===== config.mk =====
export PLATFORM = sky130hd
export DESIGN_NAME = gen_multitap
export DESIGN_NICKNAME = d
export VERILOG_FILES = /design/src/rtl/gen_io_pkg.sv /design/src/rtl/gen_multitap_nib.sv /design/src/rtl/gen_multitap.sv
export SDC_FILE = /design/constraint.sdc
export NUM_CORES = 1
export LEC_CHECK = 0
export ABC_AREA = 1
export ABC_CLOCK_PERIOD_IN_PS = 10590
export BUFFER_PORTS_ARGS = -buffer_cell sky130_fd_sc_hd__buf_4
export CAP_MARGIN = 20
export CORE_UTILIZATION = 45
export DETAILED_ROUTE_END_ITERATION = 16
export GPL_ROUTABILITY_DRIVEN = 0
export PLACE_DENSITY = 0.8
export SLEW_MARGIN = 20
export SYNTH_ARGS = -nofsm -noshare
export SYNTH_HDL_FRONTEND = slang
export SYNTH_SLANG_ARGS = --single-unit

===== constraint.sdc =====
create_clock -name CLK -period 10.59 [get_ports CLK]
set_input_delay 1.5885 -clock CLK [delete_from_list [all_inputs] [get_ports CLK]]
set_output_delay 1.5885 -clock CLK [all_outputs]
set_load 0.005 [all_outputs]

===== src/rtl/gen_io_pkg.sv =====
// Shared definitions for the multitap port logic: FSM states, header and type nibbles,
// and the bit positions of each button within a pad's 12-bit input group.
package gen_io_pkg;

    typedef enum logic [1:0] {
        IDLE = 2'd0,
        HDR  = 2'd1,
        XFER = 2'd2
    } state_t;

    localparam int IDX_W   = 5;
    localparam int HDR_LEN = 3;
    localparam logic [IDX_W-1:0] IDX_MAX = 5'd31;

    localparam logic [3:0] NIB_IDLE = 4'h3;
    localparam logic [3:0] NIB_HDR0 = 4'hF;
    localparam logic [3:0] NIB_HDR1 = 4'h0;
    localparam logic [3:0] NIB_HDR2 = 4'h0;
    localparam logic [3:0] NIB_END  = 4'hF;

    localparam logic [3:0] TYPE_3BTN = 4'h0;
    localparam logic [3:0] TYPE_6BTN = 4'h1;
    localparam logic [3:0] TYPE_NONE = 4'hF;

    localparam int BTN_UP    = 0;
    localparam int BTN_DOWN  = 1;
    localparam int BTN_LEFT  = 2;
    localparam int BTN_RIGHT = 3;
    localparam int BTN_A     = 4;
    localparam int BTN_B     = 5;
    localparam int BTN_C     = 6;
    localparam int BTN_START = 7;
    localparam int BTN_MODE  = 8;
    localparam int BTN_X     = 9;
    localparam int BTN_Y     = 10;
    localparam int BTN_Z     = 11;

    function automatic logic [3:0] type_code(input logic en, input logic six);
        if (!en)
            return TYPE_NONE;
        return six ? TYPE_6BTN : TYPE_3BTN;
    endfunction

endpackage


===== src/rtl/gen_multitap_nib.sv =====
// Combinational nibble generator: maps a transfer index plus the latched pad types and
// the live button inputs to the 4-bit value the host reads at that index.
module gen_multitap_nib
    import gen_io_pkg::*;
#(
    parameter int NPADS = 4
) (
    input  logic [IDX_W-1:0]    idx,
    input  logic [NPADS-1:0]    pad_6btn,
    input  logic [NPADS-1:0]    pad_en,
    input  logic [12*NPADS-1:0] pad_btn,
    output logic [3:0]          nib
);

    logic [5:0]  idx_w;
    logic [5:0]  base;
    logic [11:0] b;

    assign idx_w = {1'b0, idx};

    // NOTE: every variable gets a default before any branch so no latch is inferred.
    always_comb begin
        nib  = NIB_END;
        base = 6'(HDR_LEN + NPADS);
        b    = '0;
        case (idx_w)
            6'd0: nib = NIB_HDR0;
            6'd1: nib = NIB_HDR1;
            6'd2: nib = NIB_HDR2;
            default: begin
                for (int p = 0; p < NPADS; p++) begin
                    if (idx_w == 6'(HDR_LEN + p))
                        nib = type_code(pad_en[p], pad_6btn[p]);
                end
                // Data nibbles are packed back to back; absent pads contribute nothing.
                for (int p = 0; p < NPADS; p++) begin
                    if (pad_en[p]) begin
                        b = pad_btn[12*p +: 12];
                        if (idx_w == base)
                            nib = ~{b[BTN_RIGHT], b[BTN_LEFT], b[BTN_DOWN], b[BTN_UP]};
                        else if (idx_w == base + 6'd1)
                            nib = ~{b[BTN_START], b[BTN_A], b[BTN_C], b[BTN_B]};
                        else if (pad_6btn[p] && idx_w == base + 6'd2)
                            nib = ~{b[BTN_MODE], b[BTN_X], b[BTN_Y], b[BTN_Z]};
                        base = base + (pad_6btn[p] ? 6'd3 : 6'd2);
                    end
                end
            end
        endcase
    end

endmodule


===== src/rtl/gen_multitap.sv =====
// Multitap adapter: serves up to four pads on one port through a TH/TR handshake.
// Optional watchdog enabled with `define GEN_MULTITAP_WATCHDOG_EN (timeout TMO CE ticks).
module gen_multitap
    import gen_io_pkg::*;
#(
    parameter int NPADS = 4,
    parameter int TMO   = 12000
) (
    input  logic                CLK,
    input  logic                RESET_N,
    input  logic                CE,
    input  logic [12*NPADS-1:0] PAD_BTN,
    input  logic [NPADS-1:0]    PAD_6BTN,
    input  logic [NPADS-1:0]    PAD_EN,
    input  logic                TH_IN,
    input  logic                TR_IN,
    output logic [7:0]          DO
);

    localparam logic [IDX_W-1:0] XFER_IDX = IDX_W'(HDR_LEN + NPADS);

    state_t           state_q, state_d;
    logic [IDX_W-1:0] idx_q, idx_d, idx_inc;
    logic [3:0]       nib_q, nib_d, data_nib;
    logic             tl_q, tl_d;
    logic             th_q, tr_q, seen_q;
    logic [NPADS-1:0] six_q, six_d, en_q, en_d;
    logic             th_fall, th_rise, tr_edge, wd_expire;

    // A falling TH is only trusted once TH has been sampled at least once after reset.
    assign th_fall = seen_q & th_q & ~TH_IN;
    assign th_rise = ~th_q & TH_IN;
    assign tr_edge = tr_q ^ TR_IN;
    assign idx_inc = (idx_q == IDX_MAX) ? idx_q : idx_q + IDX_W'(1);

    gen_multitap_nib #(.NPADS(NPADS)) u_nib (
        .idx      (idx_inc),
        .pad_6btn (six_q),
        .pad_en   (en_q),
        .pad_btn  (PAD_BTN),
        .nib      (data_nib)
    );

`ifdef GEN_MULTITAP_WATCHDOG_EN
    localparam int WD_W = $clog2(TMO + 1);
    logic [WD_W-1:0] wd_q;

    assign wd_expire = (wd_q == WD_W'(TMO - 1));

    always_ff @(posedge CLK or negedge RESET_N) begin
        if (!RESET_N)
            wd_q <= '0;
        else if (CE) begin
            if ((th_q ^ TH_IN) || tr_edge || state_q == IDLE || wd_expire)
                wd_q <= '0;
            else
                wd_q <= wd_q + WD_W'(1);
        end
    end
`else
    assign wd_expire = 1'b0;
`endif

    always_comb begin
        state_d = state_q;
        idx_d   = idx_q;
        nib_d   = nib_q;
        tl_d    = tl_q;
        six_d   = six_q;
        en_d    = en_q;
        if (th_rise) begin
            state_d = IDLE;
            idx_d   = '0;
            tl_d    = 1'b1;
            nib_d   = NIB_IDLE;
        end else if (th_fall) begin
            state_d = HDR;
            idx_d   = '0;
            tl_d    = 1'b1;
            nib_d   = NIB_HDR0;
            six_d   = PAD_6BTN;
            en_d    = PAD_EN;
        end else if (state_q != IDLE) begin
            if (tr_edge) begin
                idx_d   = idx_inc;
                tl_d    = TR_IN;
                nib_d   = data_nib;
                state_d = (idx_inc >= XFER_IDX) ? XFER : HDR;
            end else if (wd_expire) begin
                state_d = IDLE;
                idx_d   = '0;
                tl_d    = 1'b1;
                nib_d   = NIB_IDLE;
            end
        end else begin
            idx_d = '0;
            tl_d  = 1'b1;
            nib_d = NIB_IDLE;
        end
    end

    // NOTE: sequential state uses non-blocking assignments only.
    always_ff @(posedge CLK or negedge RESET_N) begin
        if (!RESET_N) begin
            state_q <= IDLE;
            idx_q   <= '0;
            nib_q   <= NIB_IDLE;
            tl_q    <= 1'b1;
            th_q    <= 1'b1;
            tr_q    <= 1'b1;
            seen_q  <= 1'b0;
            six_q   <= '0;
            en_q    <= '0;
        end else if (CE) begin
            state_q <= state_d;
            idx_q   <= idx_d;
            nib_q   <= nib_d;
            tl_q    <= tl_d;
            th_q    <= TH_IN;
            tr_q    <= TR_IN;
            seen_q  <= 1'b1;
            six_q   <= six_d;
            en_q    <= en_d;
        end
    end

    assign DO = {1'b0, th_q, tr_q, tl_q, nib_q};

endmodule


## After elaboration in Yosys (flattened, before gate mapping)

Index checks and enable logic that the tools add are counted.

| word-level totals | value |
|---|---|
| bits of input ports | 61 |
| latch bits | 0 |
| word-level logic and storage cells | 145 |
| memories | 0 |
| RAM bits | 0 |
| bits in registers | 23 |
| memory bits (read-only) | 0 |
| output and inout bits | 8 |

| cells by class | value |
|---|---|
| shift operators | 0 |
| equality and inequality tests | 20 |
| muxes and demuxes | 73 |
| bitwise operators | 19 |
| $mul | 0 |
| order comparisons | 1 |
| reductions and logical operators | 13 |
| div/mod/pow operators | 0 |
| add/subtract/negate cells | 10 |

Operators by type and width:

| operator | count |
|---|---|
| $mux 4 | 33 |
| $eq 5x6->1 | 9 |
| $not 4->4 | 12 |
| $mux 6 | 6 |
| $mux 5 | 5 |
| $mux 1 | 23 |
| $eq 5x3->1 const B | 4 |
| $add 6x1->6 const B | 3 |
| $add 6x2->6 const B | 3 |
| $add 6x6->6 | 2 |
| $eq 5x2->1 const B | 2 |
| $eq 5x4->1 const B | 2 |
| $mux 2 | 5 |
| $pmux 4 s2 | 1 |
| $add 3x6->6 const A | 1 |
| $logic_not 6->1 | 1 |
| $reduce_and 3->1 | 2 |
| $reduce_bool 3->1 | 2 |
| $add 5x1->5 const B | 1 |
| $eq 5x1->1 const B | 1 |
| $eq 5x5->1 const B | 1 |
| $ge 5x3->1 const B | 1 |
| $logic_and 1x1->1 | 4 |
| $ne 4x4->1 const B | 1 |
| other kinds (7) | 11 |

## Longest topological paths before layout

| depth | value |
|---|---|
| word-level depth | 32 |
| mapped depth | 33 |

## By module

Synthesis repeated with hierarchy kept, for this count alone.

| second synthesis, totals | value |
|---|---|
| cell total of the unflattened synthesis | 470 |
| area, all modules | 3,069.2 um2 |

By module, submodules not included:

| module | cells an instance | times used | area each (um2) | sequential area each (um2) |
|---|---|---|---|---|
| gen_multitap_nib | 345 | 1 | 1,841.8 | 0.0 |
| gen_multitap | 125 | 1 | 1,227.4 | 581.8 |

## Worst setup path before layout

OpenSTA, ideal clock, no wires.

| timing path | value |
|---|---|
| path type | register to register |
| start | register en_q[0] |
| end | register nib_q[3] |
| library setup time | 116 ps |
| path slack | 7,063 ps |
| cell stages (with the launch flop) | 27 |
| buffers on the path | 1 |
| data arrival time | 3,411 ps |
| clock period less this slack | 3,527 ps |
| path through | dfrtp_1 -> buf_6 -> nand2_4 -> ha_1 -> inv_1 -> ha_1 -> o21ai_2 -> inv_2 -> ha_1 -> nor2_2 -> xor2_2 -> ha_1 -> inv_1 -> nor3_1 -> o21ai_0 -> o2111ai_2 -> o21ai_1 -> inv_1 -> nand2_1 -> nand2_1 -> nand2_1 -> nand2_1 -> nand2_1 -> nand2_1 -> nand2_1 -> nand2_1 -> nand2_1 |

| on the way | value |
|---|---|
| cells in the longest elaborated chain, start to end | 30 |

RTL lines:

| element | RTL line | text |
|---|---|---|
| start: declaration | gen_multitap.sv:27 | `logic [NPADS-1:0] six_q, six_d, en_q, en_d;` |
| start signal: assignment | gen_multitap.sv:123 | `en_q <= en_d;` |
| branches (longest 24 deep; another with $add 6x6->6) | -- |  |
| $mux 4 (*) | gen_multitap_nib.sv:37 | `if (pad_en[p]) begin` |
| $pmux 4 s2 (*) | gen_multitap_nib.sv:26 | `case (idx_w)` |
| $mux 4 (*) | gen_multitap.sv:84 | `if (tr_edge) begin` |
| $mux 4 (*) | gen_multitap.sv:83 | `end else if (state_q != IDLE) begin` |
| $mux 4 (*) | gen_multitap.sv:76 | `end else if (th_fall) begin` |
| $mux 4 (*) | gen_multitap.sv:71 | `if (th_rise) begin` |
| end signal: assignment | gen_multitap.sv:117 | `nib_q <= nib_d;` |
| end: declaration | gen_multitap.sv:24 | `logic [3:0] nib_q, nib_d, data_nib;` |

Every way passes the cells marked *. The select of a mux whose other input is x is not followed.
A chain may end at the register's enable or synchronous reset.

## Final worst setup path

| timing path | value |
|---|---|
| start | register en_q[0] |
| end | register nib_q[2] |

Same word-level chain as after synthesis.

==> results_dict.tcl <==
set metrics [dict create \
    status "completed" \
    ys.flop_type "dfrtp_1" \
    grt_pass1_wl_mm 13.6 \
    postCtsHoldBufs 0 \
    top_layer "met4" \
    start_util_pct 46.5 \
    clkTransAtPathRegs_ns 0.08 \
    postSynthAreaPerCell_sq_um 6.16 \
    cts.repair.resized 0 \
    regArea_sq_um 582 \
    die_w_microns 83.0 \
    cp-end-kind "register" \
    clk_latency_ns 0.27 \
    worstSetupStartpointType "register" \
    tightest_slew_ns 0.697 \
    nFillCells 630 \
    cp_slowest_cell "dfrtp_1" \
    place_hpwl_mm 6.52 \
    grt_max_degree 24 \
    post_cts_buffers 0 \
    dr.pass1.iters 5 \
    gr-total-overflow 0 \
    antenna_left 0 \
    yosysSeqAreaShare_pct 19.7 \
    power_density_nw_per_um2 206 \
    drc 0 \
    cp.arrival_ns 4.47 \
    multi_input_area_sq_um 1950 \
    rr_startpoint "en_q[0]" \
    finalNetCount 612 \
    fin_setup_tns_ns 0 \
    crit_path_max_fanout 11 \
    slew_headroom_pct 53.5 \
    dr_wl_met3_microns 427 \
    wl_met1_mm 3.50 \
    grt_use_total_pct 23.8 \
    fp.dieH_microns 83.0 \
    rsz0062_at_grt "false" \
    syn2layout_area_growth_pct 19.2 \
    synth_edf_count 0 \
    drive_gt1_share_pct 22.4 \
    cp.required_ns 10.80 \
    syn_area_sq_um 2950 \
    portBuffers 67 \
    syn_nets 551 \
    via_per_inst 5.18 \
    reg2reg_slack_ns 6.34 \
    crit_path_end "nib_q[2]" \
    cpPeakStageDelay_ns 0.67 \
    routed-wl-met2_mm 3.96 \
    cts_tree "yes" \
    syn-instance-count 479 \
    instances_no_fill 616 \
    dr.first_iter.drc_count 180 \
    dieArea_sq_um 6890 \
    pin_count 69 \
    hold_viol 0 \
    finClkSkew_ns 0.00407 \
    leakagePower_nw 1.91 \
    yosysWarningCount 0 \
    ir_worst_vdd_mv 0.111 \
    slew_viol_final 0 \
    min_from "seen_q" \
    routed_wl_mm 8.06 \
    most-common-layout-cells "nand2_1, inv_1, buf_4, nor2_1, nand3_1" \
    reg2reg_to "nib_q[2]" \
    std_cell_rows 29 \
    maxCapViolCount 0 \
    path_common_cell "nand2_1" \
    cts_root_buffer "clkbuf_8" \
    synthArstFlopShare_pct 100 \
    ys_ff_latch 23 \
    vias 3193 \
    dp.cells 612 \
    clockBufferDepth 2 \
    h-tree-depth 1 \
    coreArea_sq_um 6350 \
    setup_violations 0 \
    wl_per_cell_microns 13.1 \
    cts_buffers 3 \
    synth_cell_types 48 \
    fmax_mhz 235 \
    antenna_found_initial 0 \
    n_antenna_cell 0 \
    worstSetupPathType "reg2reg" \
    grt_pass1_vias 3058 \
    reg2reg_depth 26 \
    fin_crit_sh_pct 40.2 \
    crit_start "en_q[0]" \
    hold_path_class "reg2reg" \
    period_needed_ns 4.25 \
    cts.sinks 23 \
    final_common_cell "nand2_1" \
]
Yosys cell counts (all sizes together) (7+ instances only):
cell type	number	area (sq um)
a21oi	13	65.1
buf	10	75.1
dfrtp	18	450
ha	11	138
inv	88	335
nand2	154	613
nand3	35	190
nand4	7	58.8
nor2	38	165
nor3	8	50.1
o21ai	38	205
xor2	18	188
layer usage:
metal,up-vias,GRT usage (%)
li1,1617,-
met1,1447,29.7
met2,111,43.0
met3,18,2.49
met4,0,7.37
met5,-,0
layout make-up:
| cell class | instances | share of cell area (%) |
|---|---|---|
| Multi-Input combinational cell | 356 | 55.5 |
| Sequential cell | 23 | 16.5 |
| Inverter | 89 | 9.64 |
| Timing Repair Buffer | 67 | 14.3 |
| Clock buffer | 4 | 1.28 |
| Tap cell | 77 | 2.74 |
how the worst min path moves through the flow:
stage               endpoint  slack (ns)  depth (start not counted)
global route          seen_q        0.49                          2
floorplan             seen_q        0.41                          2
finish                seen_q        0.46                          2
global placement      seen_q        0.43                          2
CTS                   seen_q        0.46                          2
detailed placement    seen_q        0.44                          2
through the flow:
| step | area [sq um] | power [mW] | util, % | hold WS [ns] | setup slack, ns |
|---|---|---|---|---|---|
| floorplan | 2950 | 0.543 | - | 0.414 | 7.06 |
| global placement | 3470 | 0.643 | 54.7 | 0.429 | 6.75 |
| detailed placement | 3470 | 0.660 | 54.7 | 0.436 | 6.48 |
| CTS | 3520 | 0.718 | 55.4 | 0.458 | 6.44 |
| global route | 3520 | 0.807 | 55.4 | 0.493 | 5.99 |
| finish | 3520 | 0.725 | 55.4 | 0.457 | 6.34 |
state kept, by name (all words and copies together) (netlist names):
| name | count |
|---|---|
| idx_q | 5 |
| en_q | 4 |
| nib_q | 4 |
| six_q | 4 |
| state_q | 2 |
| seen_q | 1 |
| th_q | 1 |
| tl_q | 1 |
| tr_q | 1 |
worst max-delay path, delay by kind of cell (launching register included):
kind                     cells  cell delay, ns
AO/OA/AOI/OAI                3            0.68
XOR/XNOR                     1            0.26
adder cells (fa/ha/maj)      4            0.88
buffers and inverters        4            0.28
flip-flops                   1            0.67
AND/OR/NAND/NOR             14            1.41
where the power goes:
part           total [mW]  switching, mW  internal, mW
combinational       0.537          0.336         0.201
sequential          0.132         0.0240         0.108
clock              0.0556         0.0287        0.0269
logic make-up after synthesis:
logic type	after synthesis	share of synthesized area [%]
adder cells (fa/ha/maj)	11	4.66
buffers and inverters	100	14.2
other	1	0.127
flip-flops	23	19.7
multiplexers	3	1.14
AO/OA/AOI/OAI	66	13.2
AND/OR/NAND/NOR	251	38.9
XOR/XNOR	24	8.14
Note: power is estimated with default switching activity, not from simulation.
